===== src/rtl/pdp8_io_ctl_pkg.sv =====
// Shared definitions for the PDP-8 IOT controller: CPU major-state codes,
// device-00 function codes and the interrupt-system state encoding.
package pdp8_io_ctl_pkg;

  localparam logic [3:0] F0 = 4'd0;
  localparam logic [3:0] F1 = 4'd1;
  localparam logic [3:0] F2 = 4'd2;
  localparam logic [3:0] F3 = 4'd3;

  localparam logic [2:0] FN_SKON = 3'd0;
  localparam logic [2:0] FN_ION  = 3'd1;
  localparam logic [2:0] FN_IOF  = 3'd2;
  localparam logic [2:0] FN_SRQ  = 3'd3;
  localparam logic [2:0] FN_CAF  = 3'd7;

  typedef enum logic [1:0] {
    S_OFF   = 2'd0,
    S_PEND  = 2'd1,
    S_ON    = 2'd2,
    S_GRANT = 2'd3
  } int_state_e;

  // Device-00 functions that shut the interrupt system off from any state.
  function automatic logic forces_off(input logic [2:0] fn);
    return (fn == FN_SKON) || (fn == FN_IOF) || (fn == FN_CAF);
  endfunction

endpackage


===== src/rtl/pdp8_io_ctl_if.sv =====
// Bus between the CPU/device side and the IOT controller.
// master = CPU and device side, slave = the controller.
interface pdp8_io_ctl_if #(parameter int NDEV = 8);

  logic [3:0]      state;
  logic            iot;
  logic [11:0]     mb;
  logic [5:0]      io_select;
  logic [NDEV-1:0] dev_selected;
  logic [NDEV-1:0] dev_skip;
  logic [NDEV-1:0] dev_interrupt;
  logic            int_ack;

  logic            cpu_skip;
  logic            cpu_int_req;
  logic            int_on;
  logic            io_clear;
  logic            io_undef;

  modport master (
    output state, iot, mb, io_select, dev_selected, dev_skip, dev_interrupt, int_ack,
    input  cpu_skip, cpu_int_req, int_on, io_clear, io_undef
  );

  modport slave (
    input  state, iot, mb, io_select, dev_selected, dev_skip, dev_interrupt, int_ack,
    output cpu_skip, cpu_int_req, int_on, io_clear, io_undef
  );

endinterface


===== src/rtl/pdp8_io_ctl_skipmux.sv =====
// Reduces the per-device skip/select/interrupt vectors to single flags.
module pdp8_io_skipmux #(
  parameter int NDEV = 8
) (
  input  logic [NDEV-1:0] dev_selected,
  input  logic [NDEV-1:0] dev_skip,
  input  logic [NDEV-1:0] dev_interrupt,
  output logic            dev_skip_any,
  output logic            none_selected,
  output logic            int_any
);

  // A device skip only counts when that device has claimed the code.
  assign dev_skip_any  = |(dev_skip & dev_selected);
  assign none_selected = ~|dev_selected;
  assign int_any       = |dev_interrupt;

endmodule


===== src/rtl/pdp8_io_ctl.sv =====
// PDP-8 IOT controller: decodes device 00 (interrupt system and CAF),
// aggregates device skips into a registered CPU skip, runs the interrupt
// enable state machine and flags IOTs that no device claimed.
module pdp8_io_ctl
  import pdp8_io_ctl_pkg::*;
#(
  parameter int NDEV = 8
) (
  input logic          clk,
  input logic          reset,
  pdp8_io_ctl_if.slave bus
);

  int_state_e st_q;
  int_state_e st_d;

  logic       is_f1;
  logic       dev00;
  logic [2:0] fn;
  logic       dev_skip_any;
  logic       none_selected;
  logic       int_any;
  logic       int_on_w;
  logic       skip_src;
  logic       caf;
  logic       undef_hit;
  logic       cpu_skip_q;
  logic       io_clear_q;
  logic       io_undef_q;
  logic       mb_unused;

  pdp8_io_skipmux #(.NDEV(NDEV)) u_skipmux (
    .dev_selected  (bus.dev_selected),
    .dev_skip      (bus.dev_skip),
    .dev_interrupt (bus.dev_interrupt),
    .dev_skip_any  (dev_skip_any),
    .none_selected (none_selected),
    .int_any       (int_any)
  );

  assign is_f1     = (bus.state == F1);
  assign dev00     = is_f1 && bus.iot && (bus.io_select == 6'd0);
  assign fn        = bus.mb[2:0];
  assign mb_unused = ^bus.mb[11:3];
  assign int_on_w  = (st_q == S_ON) || (st_q == S_GRANT);
  assign caf       = dev00 && (fn == FN_CAF);
  assign undef_hit = is_f1 && bus.iot && (bus.io_select != 6'd0) && none_selected;

  // SKON tests the interrupt state before this instruction turns it off.
  assign skip_src = dev_skip_any
                  | (dev00 && (fn == FN_SKON) && int_on_w)
                  | (dev00 && (fn == FN_SRQ) && int_any);

  // Interrupt-system state register.
  always_ff @(posedge clk or posedge reset) begin
    if (reset) st_q <= S_OFF;
    else       st_q <= st_d;
  end

  // Next state: SKON/IOF/CAF win over everything; ION arrives in F1 so it
  // can only be promoted by a later F3.
  always_comb begin
    st_d = st_q;
    if (dev00 && forces_off(fn)) begin
      st_d = S_OFF;
    end else begin
      unique case (st_q)
        S_OFF:   if (dev00 && (fn == FN_ION)) st_d = S_PEND;
        S_PEND:  if (bus.state == F3) st_d = S_ON;
        S_ON:    if ((bus.state == F3) && int_any) st_d = S_GRANT;
        S_GRANT: if (bus.int_ack) st_d = S_OFF;
        default: st_d = S_OFF;
      endcase
    end
  end

  // Skip is captured once per instruction, in F1, and held until the next F1.
  always_ff @(posedge clk or posedge reset) begin
    if (reset)      cpu_skip_q <= 1'b0;
    else if (is_f1) cpu_skip_q <= skip_src;
  end

  // CAF pulse and the sticky undefined-device flag, which CAF also clears.
  always_ff @(posedge clk or posedge reset) begin
    if (reset) begin
      io_clear_q <= 1'b0;
      io_undef_q <= 1'b0;
    end else begin
      io_clear_q <= caf;
      if (caf)            io_undef_q <= 1'b0;
      else if (undef_hit) io_undef_q <= 1'b1;
    end
  end

  assign bus.cpu_skip    = cpu_skip_q;
  assign bus.cpu_int_req = (st_q == S_GRANT);
  assign bus.int_on      = int_on_w;
  assign bus.io_clear    = io_clear_q;
  assign bus.io_undef    = io_undef_q;

endmodule


===== src/flat_wrapper.sv =====
// flat-port wrapper written by rule: the top's interface ports become plain ports
module pdp8_io_ctl_flat import pdp8_io_ctl_pkg::*;
#(
  parameter int NDEV = 8
)
  (clk, reset, bus_state, bus_iot, bus_mb, bus_io_select, bus_dev_selected, bus_dev_skip, bus_dev_interrupt, bus_int_ack, bus_cpu_skip, bus_cpu_int_req, bus_int_on, bus_io_clear, bus_io_undef);
  pdp8_io_ctl_if #(.NDEV(NDEV)) bus_i ();
  input logic clk;
  input logic reset;
  input wire logic [$bits(bus_i.state)-1:0] bus_state;
  input wire logic [$bits(bus_i.iot)-1:0] bus_iot;
  input wire logic [$bits(bus_i.mb)-1:0] bus_mb;
  input wire logic [$bits(bus_i.io_select)-1:0] bus_io_select;
  input wire logic [$bits(bus_i.dev_selected)-1:0] bus_dev_selected;
  input wire logic [$bits(bus_i.dev_skip)-1:0] bus_dev_skip;
  input wire logic [$bits(bus_i.dev_interrupt)-1:0] bus_dev_interrupt;
  input wire logic [$bits(bus_i.int_ack)-1:0] bus_int_ack;
  output wire logic [$bits(bus_i.cpu_skip)-1:0] bus_cpu_skip;
  output wire logic [$bits(bus_i.cpu_int_req)-1:0] bus_cpu_int_req;
  output wire logic [$bits(bus_i.int_on)-1:0] bus_int_on;
  output wire logic [$bits(bus_i.io_clear)-1:0] bus_io_clear;
  output wire logic [$bits(bus_i.io_undef)-1:0] bus_io_undef;
  assign bus_i.state = bus_state;
  assign bus_i.iot = bus_iot;
  assign bus_i.mb = bus_mb;
  assign bus_i.io_select = bus_io_select;
  assign bus_i.dev_selected = bus_dev_selected;
  assign bus_i.dev_skip = bus_dev_skip;
  assign bus_i.dev_interrupt = bus_dev_interrupt;
  assign bus_i.int_ack = bus_int_ack;
  assign bus_cpu_skip = bus_i.cpu_skip;
  assign bus_cpu_int_req = bus_i.cpu_int_req;
  assign bus_int_on = bus_i.int_on;
  assign bus_io_clear = bus_i.io_clear;
  assign bus_io_undef = bus_i.io_undef;
  pdp8_io_ctl #(.NDEV(NDEV)) u_core (.clk(clk), .reset(reset), .bus(bus_i));
endmodule

===== config.mk =====
export PLATFORM = sky130hd
export DESIGN_NAME = pdp8_io_ctl_flat
export DESIGN_NICKNAME = d
export VERILOG_FILES = /design/src/rtl/pdp8_io_ctl_pkg.sv /design/src/rtl/pdp8_io_ctl_if.sv /design/src/rtl/pdp8_io_ctl_skipmux.sv /design/src/rtl/pdp8_io_ctl.sv /design/src/flat_wrapper.sv
export SDC_FILE = /design/constraint.sdc
export NUM_CORES = 1
export LEC_CHECK = 0
export CAP_MARGIN = 0
export CORE_UTILIZATION = 29
export DETAILED_ROUTE_END_ITERATION = 8
export DONT_BUFFER_PORTS = 1
export PLACE_DENSITY_LB_ADDON = 0.08
export SKIP_CTS_REPAIR_TIMING = 1
export SLEW_MARGIN = 15
export SYNTH_ARGS = -nofsm -noshare
export SYNTH_HDL_FRONTEND = slang
export SYNTH_SLANG_ARGS = --single-unit

===== constraint.sdc =====
create_clock -name clk -period 1.97 [get_ports clk]
set_input_delay 0.2955 -clock clk [delete_from_list [all_inputs] [get_ports clk]]
set_output_delay 0.2955 -clock clk [all_outputs]
set_load 0.02 [all_outputs]

==> results.sh, run 1 <==
export IMPL_num_vias=461
export IMPL_clkSlewWorstSetupHoldPaths_ns=0.04
export IMPL_cts_tree="done"
export IMPL_overflow=0
export IMPL_drive_gt1_share_pct=11.7
export IMPL_place_area_um2=510
export IMPL_highest_layer="met3"
export IMPL_syn_inst=55
export IMPL_synth_compound_area_share_pct=27.0
export IMPL_fin_hold_ws_ns=0.211
export IMPL_rsz0062_at_grt="no"
export IMPL_core_um2=1540
export IMPL_arrival_ns=1.33
export IMPL_yosysTopAreaCell="dfrtp_1"
export IMPL_die_height_um=43.1
export IMPL_most_common_layout_cells="nor4_1, nor2_1, inv_1, ha_1, dfrtp_1"
export IMPL_hold_path_class="input port to register"
export IMPL_synth_area_um2=490
export IMPL_firstDrtPassIters=4
export IMPL_muxShareOfSynthArea_pct=4.08
export IMPL_synthTopCellsByArea="dfrtp_1, ha_1, nor4_1, a211oi_2, nand4_1"
export IMPL_fin_nets=116
export IMPL_fillers=159
export IMPL_port_buffers=0
export IMPL_initial_core_util_pct=31.8
export IMPL_fmax_mhz=615
export IMPL_viasPerCell=6.07
export IMPL_gp_congestion=0.716
export IMPL_drt_wl_total_um=1090
export IMPL_yosys_warnings=0
export IMPL_reg2reg_slack_ns=0.41
export IMPL_synth_top_family_by_area="compound AO/OA/AOI/OAI gates"
export IMPL_rows=14
export IMPL_area_growth_pct=11.5
export IMPL_reg2reg_to="u_core.bus.cpu_skip$_DFFE_PP0N_"
export IMPL_grt_pass1_wl_um=1730
export IMPL_dr_wl_met3_um=105
export IMPL_cts_htree_levels=1
export IMPL_min_period_ns=1.63
export IMPL_grt_pass1_vias=438
export IMPL_drtAntennaViolNets=0
export IMPL_startpoint_type="register"
export IMPL_die_area_um2=1860
export IMPL_root_buffer="clkbuf_4"
export IMPL_drtIter0Drc=1
export IMPL_cp_required_ns=1.67
export IMPL_antenna_found_initial=0
export IMPL_pin_count=55
export IMPL_r2r_start="u_core.st_q[0]$_DFFE_PP0P_"
export IMPL_r2r_cells=6
export IMPL_tightest_slew_ns=0.452
export IMPL_cap_violations=0
export IMPL_status="complete, no violations"
export IMPL_fp_dieW_um=43.1
export IMPL_clock_sinks=5
export IMPL_critPathLaunch="u_core.st_q[0]$_DFFE_PP0P_"
export IMPL_hold_end="u_core.bus.io_undef$_DFFE_PP0P_"
export IMPL_setup_viol=0
export IMPL_cts_buffer_depth=2
export IMPL_yosysTopAreaCellShare_pct=25.5
export IMPL_synthAdderAreaFrac_pct=12.8
export IMPL_yosys_area_share_xor_xnor_pct=0
export IMPL_wl_met2_um=475
export IMPL_drv_slew=0
export IMPL_postLayoutCoreUtil_pct=35.5
export IMPL_netlist_cell_type_count=24
export IMPL_hold_violations=0
export IMPL_synth_simple_gate_area_share_pct=26.8
export IMPL_hold_depth=2
export IMPL_min_from="bus_iot"
export IMPL_wl_met1_um=510
export IMPL_critPathCaptureType="primary output"
export IMPL_clock_latency_ns=0.24
export IMPL_synth_area_per_cell_um2=8.92
export IMPL_synth_nets=110
export IMPL_ir_drop_mv=0.514
export IMPL_n_antenna_cell=0
export IMPL_slew_headroom_pct=69.6
export IMPL_seq_area_frac_synth_pct=25.5
export IMPL_drc=0
export IMPL_crit_fanout=4
export IMPL_fin_crit_sh_pct=82.6
export IMPL_leakagePower_nw=0.220
export IMPL_synth_seq_cells=5
export IMPL_dp_hpwl_um=943
export IMPL_grt_max_degree=7
export IMPL_track_usage_pct=12.4
export IMPL_post_drt_wl_per_cell_um=14.4
export IMPL_crit_type="register to primary output"
export IMPL_finClkSkew_ns=0.00391
export IMPL_p_per_area_nw_per_um2=1030
export IMPL_postLayoutCellArea_um2=547
export IMPL_numCtsBuffers=3
export IMPL_tns_ns=0
-- power breakdown --
part	switching [W]	internal [W]	leakage, nW
Combinational	0.000161	0.000124	0.148
Clock	0.0000388	0.0000764	0.0150
Sequential	0.0000327	0.000131	0.0565
-- stage by stage --
stage               setup WS [ns]  power [W]  instances
floorplan                   0.488   0.000407         55
global placement            0.343   0.000457         71
detailed placement          0.366   0.000457         71
CTS                         0.317   0.000578         75
global route                0.240   0.000631         76
finish                      0.343   0.000564         76
-- critical path, cell delays in order, from the launching register on --
cell and delay [ns]:
dfrtp_1 0.39, inv_1 0.09, ha_1 0.24, or2_2 0.38
-- cell type report --
class	count	area, um2	area share, %
inverters	5	18.8	3.43
repair buffers	1	10.0	1.83
well taps	16	20.0	3.66
clock buffers	4	26.3	4.81
flip-flops and latches	5	125	22.9
multi-input cells	45	347	63.4
-- worst max path at each step --
stage | endpoint | cells after the start
CTS | bus_int_on | 3
global placement | u_core.bus.cpu_skip$_DFFE_PP0N_ | 4
detailed placement | u_core.st_q[1]$_DFFE_PP0P_ | 4
global route | bus_int_on | 3
finish | bus_int_on | 3
floorplan | u_core.bus.cpu_skip$_DFFE_PP0N_ | 5
-- layer usage --
metal	GRT usage [%]	vias to the layer above
met3	4.68	0
met5	0	-
met2	17.3	26
met4	5.45	0
li1	-	234
met1	16.7	201
-- logic make-up (layout without fill, tap and decap cells) --
group,count (synthesis),after routing
buffers and inverters,5,10
AND/OR/NAND/NOR,21,21
multiplexers,2,2
adder cells (fa/ha/maj),5,5
AO/OA/AOI/OAI,17,17
flip-flops,5,5
-- cell usage after synthesis, drive strengths merged --
| master | instances |
|---|---|
| nand2 | 3 |
| o21ai | 4 |
| o22a | 1 |
| or2 | 1 |
| mux2i | 2 |
| ha | 5 |
| o22ai | 1 |
| a21o | 1 |
| a211oi | 2 |
| a221oi | 1 |
| dfrtp | 5 |
| nor4b | 1 |
| inv | 5 |
| a32oi | 1 |
| nor4 | 5 |
| a22o | 1 |
| nor2 | 5 |
| a22oi | 2 |
| nand3 | 1 |
| o21a | 1 |
| a32o | 1 |
| a31oi | 1 |
| nor4bb | 1 |
| nand4 | 4 |
-- state kept, by name, summed over array words and instances (netlist names) --
register             cells
u_core.bus.io_undef      1
u_core.st_q              2
u_core.bus.io_clear      1
u_core.bus.cpu_skip      1
No activity file was read; power rests on OpenSTA's default activity.
==> run 2, diff against run 1 <==
Clock period 1.97 ns to 1.4 ns, I/O delays scaled along.
==> results.sh, run 2 (synthesized netlist as in run 1, its figures left out) <==
export IMPL_startpoint_type="register"
export IMPL_setup_slack_ns=-0.0923
export IMPL_clock_sinks=5
export IMPL_fmax_mhz=670
export IMPL_clock_latency_ns=0.24
export IMPL_dp_hpwl_um=988
export IMPL_numCtsBuffers=3
export IMPL_fin_crit_sh_pct=107
export IMPL_fin_nets=124
export IMPL_finClkSkew_ns=0.00648
export IMPL_hold_path_class="input port to register"
export IMPL_largest_reg_flops=2
export IMPL_drc=0
export IMPL_initial_core_util_pct=31.8
export IMPL_antenna_found_initial=0
export IMPL_crit_type="register to primary output"
export IMPL_drv_slew=0
export IMPL_die_area_um2=1860
export IMPL_viasPerCell=6.00
export IMPL_status="finished with violations"
export IMPL_p_switching_w=0.000402
export IMPL_clkPwrFrac_pct=15.9
export IMPL_clkSlewWorstSetupHoldPaths_ns=0.05
export IMPL_most_common_layout_cells="buf_4, nor4_1, inv_1"
export IMPL_p_per_area_nw_per_um2=1600
export IMPL_overflow=0
export IMPL_cp_required_ns=1.19
export IMPL_fp_dieW_um=43.1
export IMPL_hold_violations=0
export IMPL_grt_pass1_wl_um=1770
export IMPL_swShare_pct=38.9
export IMPL_pin_count=55
export IMPL_violations="setup timing"
export IMPL_port_buffers=0
export IMPL_area_growth_pct=31.6
export IMPL_arrival_ns=1.28
export IMPL_slew_headroom_pct=74.8
export IMPL_critPathCaptureType="primary output"
export IMPL_cts_buffer_depth=2
export IMPL_cap_violations=0
export IMPL_crit_fanout=3
export IMPL_max_flop_register="u_core.st_q"
export IMPL_postLayoutCoreUtil_pct=41.9
export IMPL_rsz0062_at_grt="yes"
export IMPL_p_comb_share_pct=60.8
export IMPL_firstDrtPassIters=3
export IMPL_n_antenna_cell=0
export IMPL_rows=14
export IMPL_drtIter0Drc=4
export IMPL_drtAntennaViolNets=0
export IMPL_post_drt_wl_per_cell_um=13.9
export IMPL_cts_htree_levels=1
export IMPL_drive_gt1_share_pct=27.9
export IMPL_leakagePower_nw=0.261
export IMPL_num_vias=504
export IMPL_intPower_w=0.000631
export IMPL_tightest_slew_ns=0.374
export IMPL_mostFrequentLayoutCell="buf_4"
export IMPL_drt_wl_total_um=1170
export IMPL_seqPwrFrac_pct=23.3
export IMPL_root_buffer="clkbuf_4"
export IMPL_cts_tree="done"
export IMPL_postLayoutCellArea_um2=646
export IMPL_min_period_ns=1.49
export IMPL_core_um2=1540
export IMPL_die_height_um=43.1
export IMPL_gp_congestion=0.792
export IMPL_track_usage_pct=13.1
export IMPL_setup_viol=3
export IMPL_grt_pass1_vias=445
export IMPL_place_area_um2=568
export IMPL_ir_drop_mv=0.783
export IMPL_grt_max_degree=6
## run 2: cell count changes in the layout (fill, tap and decap cells not counted), sizes merged
cell / before / now
buf: 0 / 8
## run 2: worst max-delay path: stages (launching register included)
cell,delay (ns)
dfrtp_1,0.39
buf_6,0.13
ha_4,0.15
or2_4,0.25
buf_6,0.13
## run 2: final timing paths
| kind | start | end | slack [ns] | cells past startpoint |
|---|---|---|---|---|
| max reg2reg | u_core.st_q[0]$_DFFE_PP0P_ | u_core.st_q[1]$_DFFE_PP0P_ | -0.08 | 5 |
| min in group asynchronous | reset | u_core.bus.cpu_skip$_DFFE_PP0N_ | 0.30 | 2 |
| min | bus_iot | u_core.bus.io_undef$_DFFE_PP0P_ | 0.12 | 2 |
| min reg2reg | u_core.bus.io_undef$_DFFE_PP0P_ | u_core.bus.io_undef$_DFFE_PP0P_ | 0.65 | 2 |
| max in group asynchronous | reset | u_core.st_q[1]$_DFFE_PP0P_ | 0.91 | 2 |
| max | u_core.st_q[0]$_DFFE_PP0P_ | bus_int_on | -0.09 | 4 |
## run 2: per-layer routing
metal	global-route usage [%]	routed length (um)	up-vias
li1	-	-	246
met1	17.2	513	233
met2	17.9	549	25
met3	5.11	104	0
met4	7.27	0	0
met5	0	0	-
## run 2: through the flow
stage | cells | worst slack [ns] | hold WS, ns | setup TNS (ns) | total power (W)
2_1_floorplan | 55 | 0.0180 | -0.0115 | 0 | 0.000596
3_3_place_gp | 78 | -0.156 | 0.00659 | -0.325 | 0.000764
3_5_place_dp | 78 | -0.168 | 0.0107 | -0.336 | 0.000766
4_1_cts | 82 | -0.198 | -0.249 | -0.557 | 0.000937
5_1_grt | 84 | -0.158 | 0.101 | -0.438 | 0.00113
6_report | 84 | -0.0923 | 0.120 | -0.239 | 0.00103
## run 2: area by class of cell
type	instances	area, um2
clock buffers	4	26.3
repair buffers	9	77.6
fillers	163	896
multi-input cells	45	377
well taps	16	20.0
flip-flops and latches	5	126
inverters	5	18.8
## run 2: power groups by stage
stage / Sequential (W) / Clock [W] / Combinational, W
floorplan: 0.000222 / 0 / 0.000374
global placement: 0.000236 / 0 / 0.000527
detailed placement: 0.000235 / 0 / 0.000531
CTS: 0.000233 / 0.000172 / 0.000533
global route: 0.000246 / 0.000190 / 0.000697
finish: 0.000240 / 0.000165 / 0.000628
